[config.mk]
export PLATFORM = sky130hd
export DESIGN_NAME = pkt_framer
export DESIGN_NICKNAME = d
export VERILOG_FILES = /design/src/rtl/pkt_pkg.sv /design/src/rtl/pkt_framer.sv
export SDC_FILE = /design/constraint.sdc
export NUM_CORES = 1
export LEC_CHECK = 0
export CAP_MARGIN = 5
export CORE_UTILIZATION = 50
export DETAILED_ROUTE_END_ITERATION = 10
export GPL_TIMING_DRIVEN = 0
export PLACE_DENSITY = 0.8
export SYNTH_ARGS = -nofsm -noshare
export SYNTH_HDL_FRONTEND = slang
export SYNTH_SLANG_ARGS = --single-unit
[constraint.sdc]
create_clock -name clk -period 4.09 [get_ports clk]
set_input_delay 0.409 -clock clk [delete_from_list [all_inputs] [get_ports clk]]
set_output_delay 0.409 -clock clk [all_outputs]
set_load 0.03 [all_outputs]
[src/rtl/pkt_pkg.sv]
// Constants and types shared by the packet framer and the switch core it feeds.
package pkt_pkg;

  localparam int unsigned LEN_W       = 10;
  localparam int unsigned DEF_MIN_LEN = 64;
  localparam int unsigned DEF_MAX_LEN = 512;

  localparam logic [7:0] HDR_B0 = 8'h55;
  localparam logic [7:0] HDR_B1 = 8'hD5;

  typedef enum logic [2:0] {
    ST_IDLE,
    ST_HDR0,
    ST_HDR1,
    ST_PAYLOAD,
    ST_PAD,
    ST_DRAIN,
    ST_GAP
  } framer_state_t;

  function automatic logic [LEN_W-1:0] len_min(input logic [LEN_W-1:0] a,
                                               input logic [LEN_W-1:0] b);
    return (a < b) ? a : b;
  endfunction

  function automatic logic [LEN_W-1:0] len_max(input logic [LEN_W-1:0] a,
                                               input logic [LEN_W-1:0] b);
    return (a > b) ? a : b;
  endfunction

endpackage

[src/rtl/pkt_framer.sv]
// Frames a valid/ready byte stream as 55 D5 + payload, padding to a minimum,
// truncating at a maximum and holding rx_vld low for an idle gap between frames.
module pkt_framer
  import pkt_pkg::*;
#(
  parameter int unsigned MAX_LEN       = DEF_MAX_LEN,
  parameter int unsigned MIN_LEN_FLOOR = DEF_MIN_LEN,
  parameter int unsigned GAP_CYC       = 4
) (
  input  logic             clk,
  input  logic             rst,
  input  logic             en,
  input  logic [LEN_W-1:0] min_len,
  input  logic [LEN_W-1:0] max_len,
  input  logic [7:0]       s_data,
  input  logic             s_valid,
  input  logic             s_last,
  output logic             s_ready,
  output logic [7:0]       rxd,
  output logic             rx_vld,
  output logic             busy,
  output logic             pkt_done,
  output logic             trunc,
  output logic             underrun,
  output logic [15:0]      pkt_cnt
);

  localparam int unsigned GAP_W = (GAP_CYC > 1) ? $clog2(GAP_CYC) : 1;

  framer_state_t    r_state;
  logic [LEN_W-1:0] r_cnt;
  logic [LEN_W-1:0] r_smin;
  logic [LEN_W-1:0] r_smax;
  logic [GAP_W-1:0] r_gap;
  logic             r_s_ready;
  logic [7:0]       r_rxd;
  logic             r_rx_vld;
  logic             r_busy;
  logic             r_pkt_done;
  logic             r_trunc;
  logic             r_underrun;
  logic [15:0]      r_pkt_cnt;

  logic [LEN_W-1:0] w_smax;
  logic [LEN_W-1:0] w_smin;
  logic [LEN_W-1:0] w_cnt_inc;

  // Shadow limits: max clamped to the ceiling, min floored then capped by max.
  assign w_smax    = len_min(max_len, LEN_W'(MAX_LEN));
  assign w_smin    = len_min(len_max(min_len, LEN_W'(MIN_LEN_FLOOR)), w_smax);
  assign w_cnt_inc = r_cnt + LEN_W'(1);

  always_ff @(posedge clk) begin
    if (rst) begin
      r_state    <= ST_IDLE;
      r_cnt      <= '0;
      r_smin     <= '0;
      r_smax     <= '0;
      r_gap      <= '0;
      r_s_ready  <= 1'b0;
      r_rxd      <= '0;
      r_rx_vld   <= 1'b0;
      r_busy     <= 1'b0;
      r_pkt_done <= 1'b0;
      r_trunc    <= 1'b0;
      r_underrun <= 1'b0;
      r_pkt_cnt  <= '0;
    end else begin
      r_rxd      <= '0;
      r_rx_vld   <= 1'b0;
      r_pkt_done <= 1'b0;
      r_trunc    <= 1'b0;
      r_underrun <= 1'b0;

      case (r_state)
        ST_IDLE: begin
          r_cnt <= '0;
          if (en && s_valid) begin
            r_smax  <= w_smax;
            r_smin  <= w_smin;
            r_busy  <= 1'b1;
            r_state <= ST_HDR0;
          end
        end

        ST_HDR0: begin
          r_rxd    <= HDR_B0;
          r_rx_vld <= 1'b1;
          r_cnt    <= LEN_W'(1);
          r_state  <= ST_HDR1;
        end

        ST_HDR1: begin
          r_rxd     <= HDR_B1;
          r_rx_vld  <= 1'b1;
          r_cnt     <= LEN_W'(2);
          r_s_ready <= 1'b1;
          r_state   <= ST_PAYLOAD;
        end

        ST_PAYLOAD: begin
          if (s_valid) begin
            r_rxd    <= s_data;
            r_rx_vld <= 1'b1;
            r_cnt    <= w_cnt_inc;
            if (s_last) begin
              r_s_ready <= 1'b0;
              if (w_cnt_inc < r_smin) begin
                r_state <= ST_PAD;
              end else begin
                r_pkt_done <= 1'b1;
                r_pkt_cnt  <= r_pkt_cnt + 16'd1;
                r_gap      <= '0;
                r_state    <= ST_GAP;
              end
            end else if (w_cnt_inc >= r_smax) begin
              r_pkt_done <= 1'b1;
              r_trunc    <= 1'b1;
              r_pkt_cnt  <= r_pkt_cnt + 16'd1;
              r_state    <= ST_DRAIN;
            end
          end else begin
            // Stream starved mid-frame: abandon it and swallow the rest.
            r_underrun <= 1'b1;
            r_state    <= ST_DRAIN;
          end
        end

        ST_PAD: begin
          r_rx_vld <= 1'b1;
          r_cnt    <= w_cnt_inc;
          if (w_cnt_inc >= r_smin) begin
            r_pkt_done <= 1'b1;
            r_pkt_cnt  <= r_pkt_cnt + 16'd1;
            r_gap      <= '0;
            r_state    <= ST_GAP;
          end
        end

        ST_DRAIN: begin
          if (s_valid && s_last) begin
            r_s_ready <= 1'b0;
            r_gap     <= '0;
            r_state   <= ST_GAP;
          end
        end

        ST_GAP: begin
          if (r_gap == GAP_W'(GAP_CYC - 1)) begin
            r_busy  <= 1'b0;
            r_state <= ST_IDLE;
          end else begin
            r_gap <= r_gap + GAP_W'(1);
          end
        end

        default: begin
          r_s_ready <= 1'b0;
          r_busy    <= 1'b0;
          r_state   <= ST_IDLE;
        end
      endcase
    end
  end

  assign s_ready  = r_s_ready;
  assign rxd      = r_rxd;
  assign rx_vld   = r_rx_vld;
  assign busy     = r_busy;
  assign pkt_done = r_pkt_done;
  assign trunc    = r_trunc;
  assign underrun = r_underrun;
  assign pkt_cnt  = r_pkt_cnt;

endmodule

# Yosys cells after proc, flatten, opt, wreduce, memory -nomap -nowiden
# Index checks and enable logic that the tools add are counted.
dict set report classes {
  magnitude_cmp 6
  eq_ne 18
  bitwise_logic 4
  muxes 45
  n_reduce_logical 18
  n_addsub 3
}
# cell n
set ops {}
lappend ops {{two-way mux 16 bit} 5}
lappend ops {{case mux 10 bit (5 select lines)} 1}
lappend ops {{two-way mux 10 bit} 4}
lappend ops {{case mux 16 bit (2 select lines)} 1}
lappend ops {{case mux 8 bit (3 select lines)} 1}
lappend ops {{two-way mux 3 bit} 7}
lappend ops {{case mux 3 bit (7 select lines)} 1}
lappend ops {{greater-or-equal comparator 10 bit} 2}
lappend ops {{less-than comparator 10 bit} 2}
lappend ops {{adder 16 x 1 -> 16 bit (second input constant)} 1}
lappend ops {{!= test 2 bit (second input constant)} 8}
lappend ops {{two-way mux 2 bit} 7}
lappend ops {{two-way mux 1 bit} 12}
lappend ops {{adder 10 x 1 -> 10 bit (second input constant)} 1}
lappend ops {{greater-than comparator 10 x 7 -> 1 bit (second input constant)} 1}
lappend ops {{less-than comparator 10 bit (second input constant)} 1}
lappend ops {{AND reduction 5 bit} 2}
lappend ops {{== test 3 bit (second input constant)} 3}
lappend ops {{two-way mux 8 bit} 1}
lappend ops {{case mux 2 bit (4 select lines)} 1}
lappend ops {{OR reduction 4 bit} 2}
lappend ops {{AND reduction 7 bit} 1}
lappend ops {{== test 3 x 2 -> 1 bit (second input constant)} 2}
lappend ops {{!= test 3 bit (second input constant)} 2}
lappend ops {{19 further kinds} 25}
dict set report word_totals {
  out_inout_bits 30
  inputBits 33
  reg_bits 65
  wordCells 107
}

# Depth between registers and ports, before layout
dict set report logic_depth {
  word_depth 6
  depth_mapped 15
  ltp_nobuf 13
}

# Worst setup path after synthesis
# Ideal clock, no wire load.
dict set report synth_timing {
  path_kind {register to register}
  start {register r_cnt[0]}
  end {register r_pkt_cnt[9], in the netlist pkt_cnt[9]}
  path_stages_with_launch 15
  arrival_ps 3237
  t_required_ps 4020
  path_slack_ps 783
  setup_ps 70
  path_buffers 1
  cell_sequence {dfxtp_1 -> and3_1 -> nand3_1 -> nor2_1 -> nand3_1 -> xnor2_1 -> ha_1 -> nand2_1 -> nor2_1 -> nor3b_1 -> nor4_1 -> or4_1 -> buf_2 -> or4_1 -> a21oi_1}
}
dict set report synth_via {
  elab_chain_len 4
  word_cells_on_any_way 8
  classes_between {1 x add/sub; 3 x order compare; 3 x eq/ne; 1 x reduce/logical}
}
# element line_no
set synth_rtl {}
lappend synth_rtl {{start: declaration} pkt_framer.sv:31} ;# logic [LEN_W-1:0] r_cnt;
lappend synth_rtl {{start signal: assignment} pkt_framer.sv:105} ;# r_cnt <= w_cnt_inc;
lappend synth_rtl {{start signal: assignment} pkt_framer.sv:131} ;# r_cnt <= w_cnt_inc;
lappend synth_rtl {{adder 10 x 1 -> 10 bit *} pkt_framer.sv:51} ;# assign w_cnt_inc = r_cnt + LEN_W'(1);
lappend synth_rtl {{less-than comparator 10 bit (tied with other cells)} pkt_framer.sv:108} ;# if (w_cnt_inc < r_smin) begin
lappend synth_rtl {{!= test 3 bit (no line) or != test 2 bit (tied branches)} n/a}
lappend synth_rtl {{AND reduction 5 bit (no line) *} n/a}
lappend synth_rtl {{end signal: assignment} pkt_framer.sv:112} ;# r_pkt_cnt <= r_pkt_cnt + 16'd1;
lappend synth_rtl {{end signal: assignment} pkt_framer.sv:119} ;# r_pkt_cnt <= r_pkt_cnt + 16'd1;
lappend synth_rtl {{end signal: assignment} pkt_framer.sv:134} ;# r_pkt_cnt <= r_pkt_cnt + 16'd1;
lappend synth_rtl {{end: declaration} pkt_framer.sv:42} ;# logic [15:0] r_pkt_cnt;
# Every way passes the cells marked *; elsewhere a longest branch is shown, timed or not.
# A chain may end at the register's enable or synchronous reset.

# Final worst setup path
dict set report layout_timing {
  start {register r_cnt[0]}
  end {register r_pkt_cnt[12], in the netlist pkt_cnt[12]}
}
# The elaborated chain is that of the path after synthesis.

==> out/metrics.yaml <==
detailed_routing:
  first_pass_iters: 5
  vias: 3564
  wl_per_cell_um: 14.4
  drt-initial-drc-count: 213
  routed_wl_um: 9110
  post_drt_via_cell_ratio: 5.65
  drc: 0
  ant_nets: 0
hold_path:
  holdPathStages: 2
  min_to: "r_smax[0]$_SDFFE_PP0P_"
  hold_class: "reg -> reg"
  hold_start: "r_smax[0]$_SDFFE_PP0P_"
synth:
  synth_area_leaders: "dfxtp_1 35%, ha_1 11%, a21oi_1 6.4%"
  synth.largest_area_cell: "dfxtp_1"
  ys_seq_area_share_pct: 35.3
  ys_types: 54
  syn-num-nets: 523
  yosys_warnings: 0
  synthesis.area_um2: 3690
  synth_top_area_share_pct: 35.3
  synth_cells: 458
  avgSynthCellArea_um2: 8.05
  ys_ff_latch: 65
  ys_async_sr_fraction_pct: 0
  synth_edf_count: 0
  synthFlopType: "dfxtp_1"
global_route:
  gr-total-overflow: 0
  antenna_found_initial: 0
  grt_pass1_vias: 3381
  grt_pass1_wl_um: 15400
  grt_use_total_pct: 25.7
  grt_max_degree: 12
setup_path:
  regToRegStartpoint: "r_cnt[0]$_SDFFE_PP0P_"
  worst_ep_required_time_ps: 4370
  crit_type: "reg -> reg"
  critical_path.startpoint_type: "register"
  ff2ff_path_depth: 14
  cp_max_fo: 8
  critPathArrivalTime_ps: 4090
  r2r_end: "pkt_cnt[12]$_SDFFE_PP0P_"
  rrSetupSlack_ps: 280
  worst_setup_path_end_kind: "register"
layout:
  final_common_cell: "dfxtp_1"
  postLayoutCellArea_um2: 4660
  syn2layout_area_growth_pct: 26.3
  drive_gt1_share_pct: 6.36
  n_fill_cell: 580
  fin_util_pct: 67.0
  nets: 595
  num_antenna_cells: 0
  final_cell_mix: "64 x dfxtp_1, 60 x clkdlybuf4s50_1, 47 x nor2_1, 47 x a21oi_1, 43 x nand2_1"
timing:
  setup_ws_ps: 281
  setup_viol: 0
  tightest_slew_ps: 615
  grt_setup_unrepaired: "no"
  clock_skew_ps: 11.8
  finalHoldViolations: 0
  slew_headroom_pct: 58.9
  period_share_pct: 93.1
  post-route-min-period_ps: 3810
  fin_tns_setup_ps: 0
  slew_violations: 0
  fmax_ghz: 0.263
flow_run:
  drv_cap: 0
clocking:
  holdBufCountCts: 0
  clkLatencyLatePin_ps: 350
  root_buffer: "clkbuf_8"
  htree_levels: 3
  clk_path_buf_depth: 2
  cts_tree: "done"
  clk_pin_slew_ps: 70
  clock_sinks: 65
  numCtsBuffers: 9
floorplanning:
  io_pins: 63
  die-area_um2: 7720
  die_w_um: 87.9
  core_um2: 6940
  die_h_um: 87.9
  rows: 30
  initial_utilization_pct: 53.1
pwr:
  p_sw_uw: 694
  power_frac_clock_pct: 30.6
  switching_share_pct: 33.9
  p_seq_share_pct: 36.4
  peakVddDrop_mv: 0.223
  internal_power_mw: 1.35
  power_mw: 2.04
  power_density_nw_per_um2: 439
  pwr-share-comb_pct: 33.0
  p_leak_nw: 1.78
run_status:
  status: "finished, final reports clean"
placement:
  place_area_um2: 4410
  port_buffers: 60
  place_congestion: 0.938
  hpwlAfterDp_um: 6940
  place_ws_ps: 148
registers in the layout (all words and copies together) (netlist names):
name / cells
r_smax: 10
underrun: 1
pkt_done: 1
r_gap: 2
pkt_cnt: 16
busy: 1
r_cnt: 10
trunc: 1
rxd: 8
s_ready: 1
r_state: 3
rx_vld: 1
r_smin: 10
kinds of logic after synthesis:
| kind of cell | after synthesis | share of synthesized area, % |
|---|---|---|
| simple gates | 172 | 23.0 |
| flops | 65 | 35.3 |
| buf+inv | 53 | 5.74 |
| mux | 3 | 0.815 |
| fa+ha+maj | 32 | 10.9 |
| compound gates | 124 | 22.2 |
| xor+xnor | 9 | 2.14 |
worst max path at each step:
stage / start / endpoint / cells past startpoint
after global routing: r_cnt[0]$_SDFFE_PP0P_ / pkt_cnt[14]$_SDFFE_PP0P_ / 14
after floorplan: r_cnt[0]$_SDFFE_PP0P_ / pkt_cnt[9]$_SDFFE_PP0P_ / 14
after global placement: r_cnt[0]$_SDFFE_PP0P_ / pkt_cnt[15]$_SDFFE_PP0P_ / 13
final: r_cnt[0]$_SDFFE_PP0P_ / pkt_cnt[12]$_SDFFE_PP0P_ / 14
after detailed placement: r_cnt[0]$_SDFFE_PP0P_ / pkt_cnt[15]$_SDFFE_PP0P_ / 13
after CTS: r_cnt[0]$_SDFFE_PP0P_ / pkt_cnt[15]$_SDFFE_PP0P_ / 13
critical path, cell delays in order (launching register included):
cell     delay, ps
dfxtp_2        410
ha_1           290
nand3_1        160
nor2_1         200
nand3_1        150
xnor2_2        190
ha_1           300
nand4_1        230
nor2_1         190
a31oi_1        110
nor3b_1        170
or4_1          480
buf_2          180
or4_1          500
a21oi_1        160
layer usage:
layer  track usage (%)  routed length, um
met1              31.3               3980
met2              44.0               4410
met3              4.05                484
met4              12.8                230
met5                 0                  0
synth_stat cells, drive strengths merged (2+ instances only):
cell type and n:
nor2b 4, a41oi 2, and3 12, o32ai 2
nand4b 3, nor3b 2, a211oi 20, o21ai 22
nor4 5, a21oi 47, a21o 3, and2 10
buf 6, or2 3, a21boi 2, mux2i 3
a22o 7, ha 32, inv 28, xor2 3
nand4 5, or4 5, or3 8, a2111oi 2
xnor2 6, clkbuf 18, nand3 11, o31ai 4
a31oi 2, nor2 47, nor3 7, nand2 43
dfxtp 65, a31o 2, nand2b 6
stage by stage:
step	hold slack, ps	instances
finish	460	631
global route	479	631
CTS	464	630
global placement	448	614
floorplan	436	458
detailed placement	455	614
power by group through the flow:
stage / clock network (mW) / registers (mW) / logic (mW)
global route: 0.665 / 0.752 / 0.741
finish: 0.626 / 0.744 / 0.673
global placement: 0 / 0.755 / 0.638
floorplan: 0 / 0.809 / 0.395
detailed placement: 0 / 0.757 / 0.657
CTS: 0.633 / 0.743 / 0.664
cell type report:
| class | count | area [um2] | share of cell area [%] |
|---|---|---|---|
| plain buffers | 24 | 103 | 2.20 |
| clock buffers | 12 | 155 | 3.33 |
| clock inverters | 4 | 75.1 | 1.61 |
| inverters | 29 | 109 | 2.34 |
| multi-input cells | 340 | 2190 | 46.9 |
| flip-flops and latches | 65 | 1300 | 28.0 |
| well taps | 96 | 120 | 2.58 |
| repair buffers | 61 | 606 | 13.0 |
repair_timing:
action	CTS	global route
gates resized for setup	0	3
buffers inserted	0	0
endpoints found under the setup margin	0	9
Note: power is estimated with default switching activity, not from simulation.
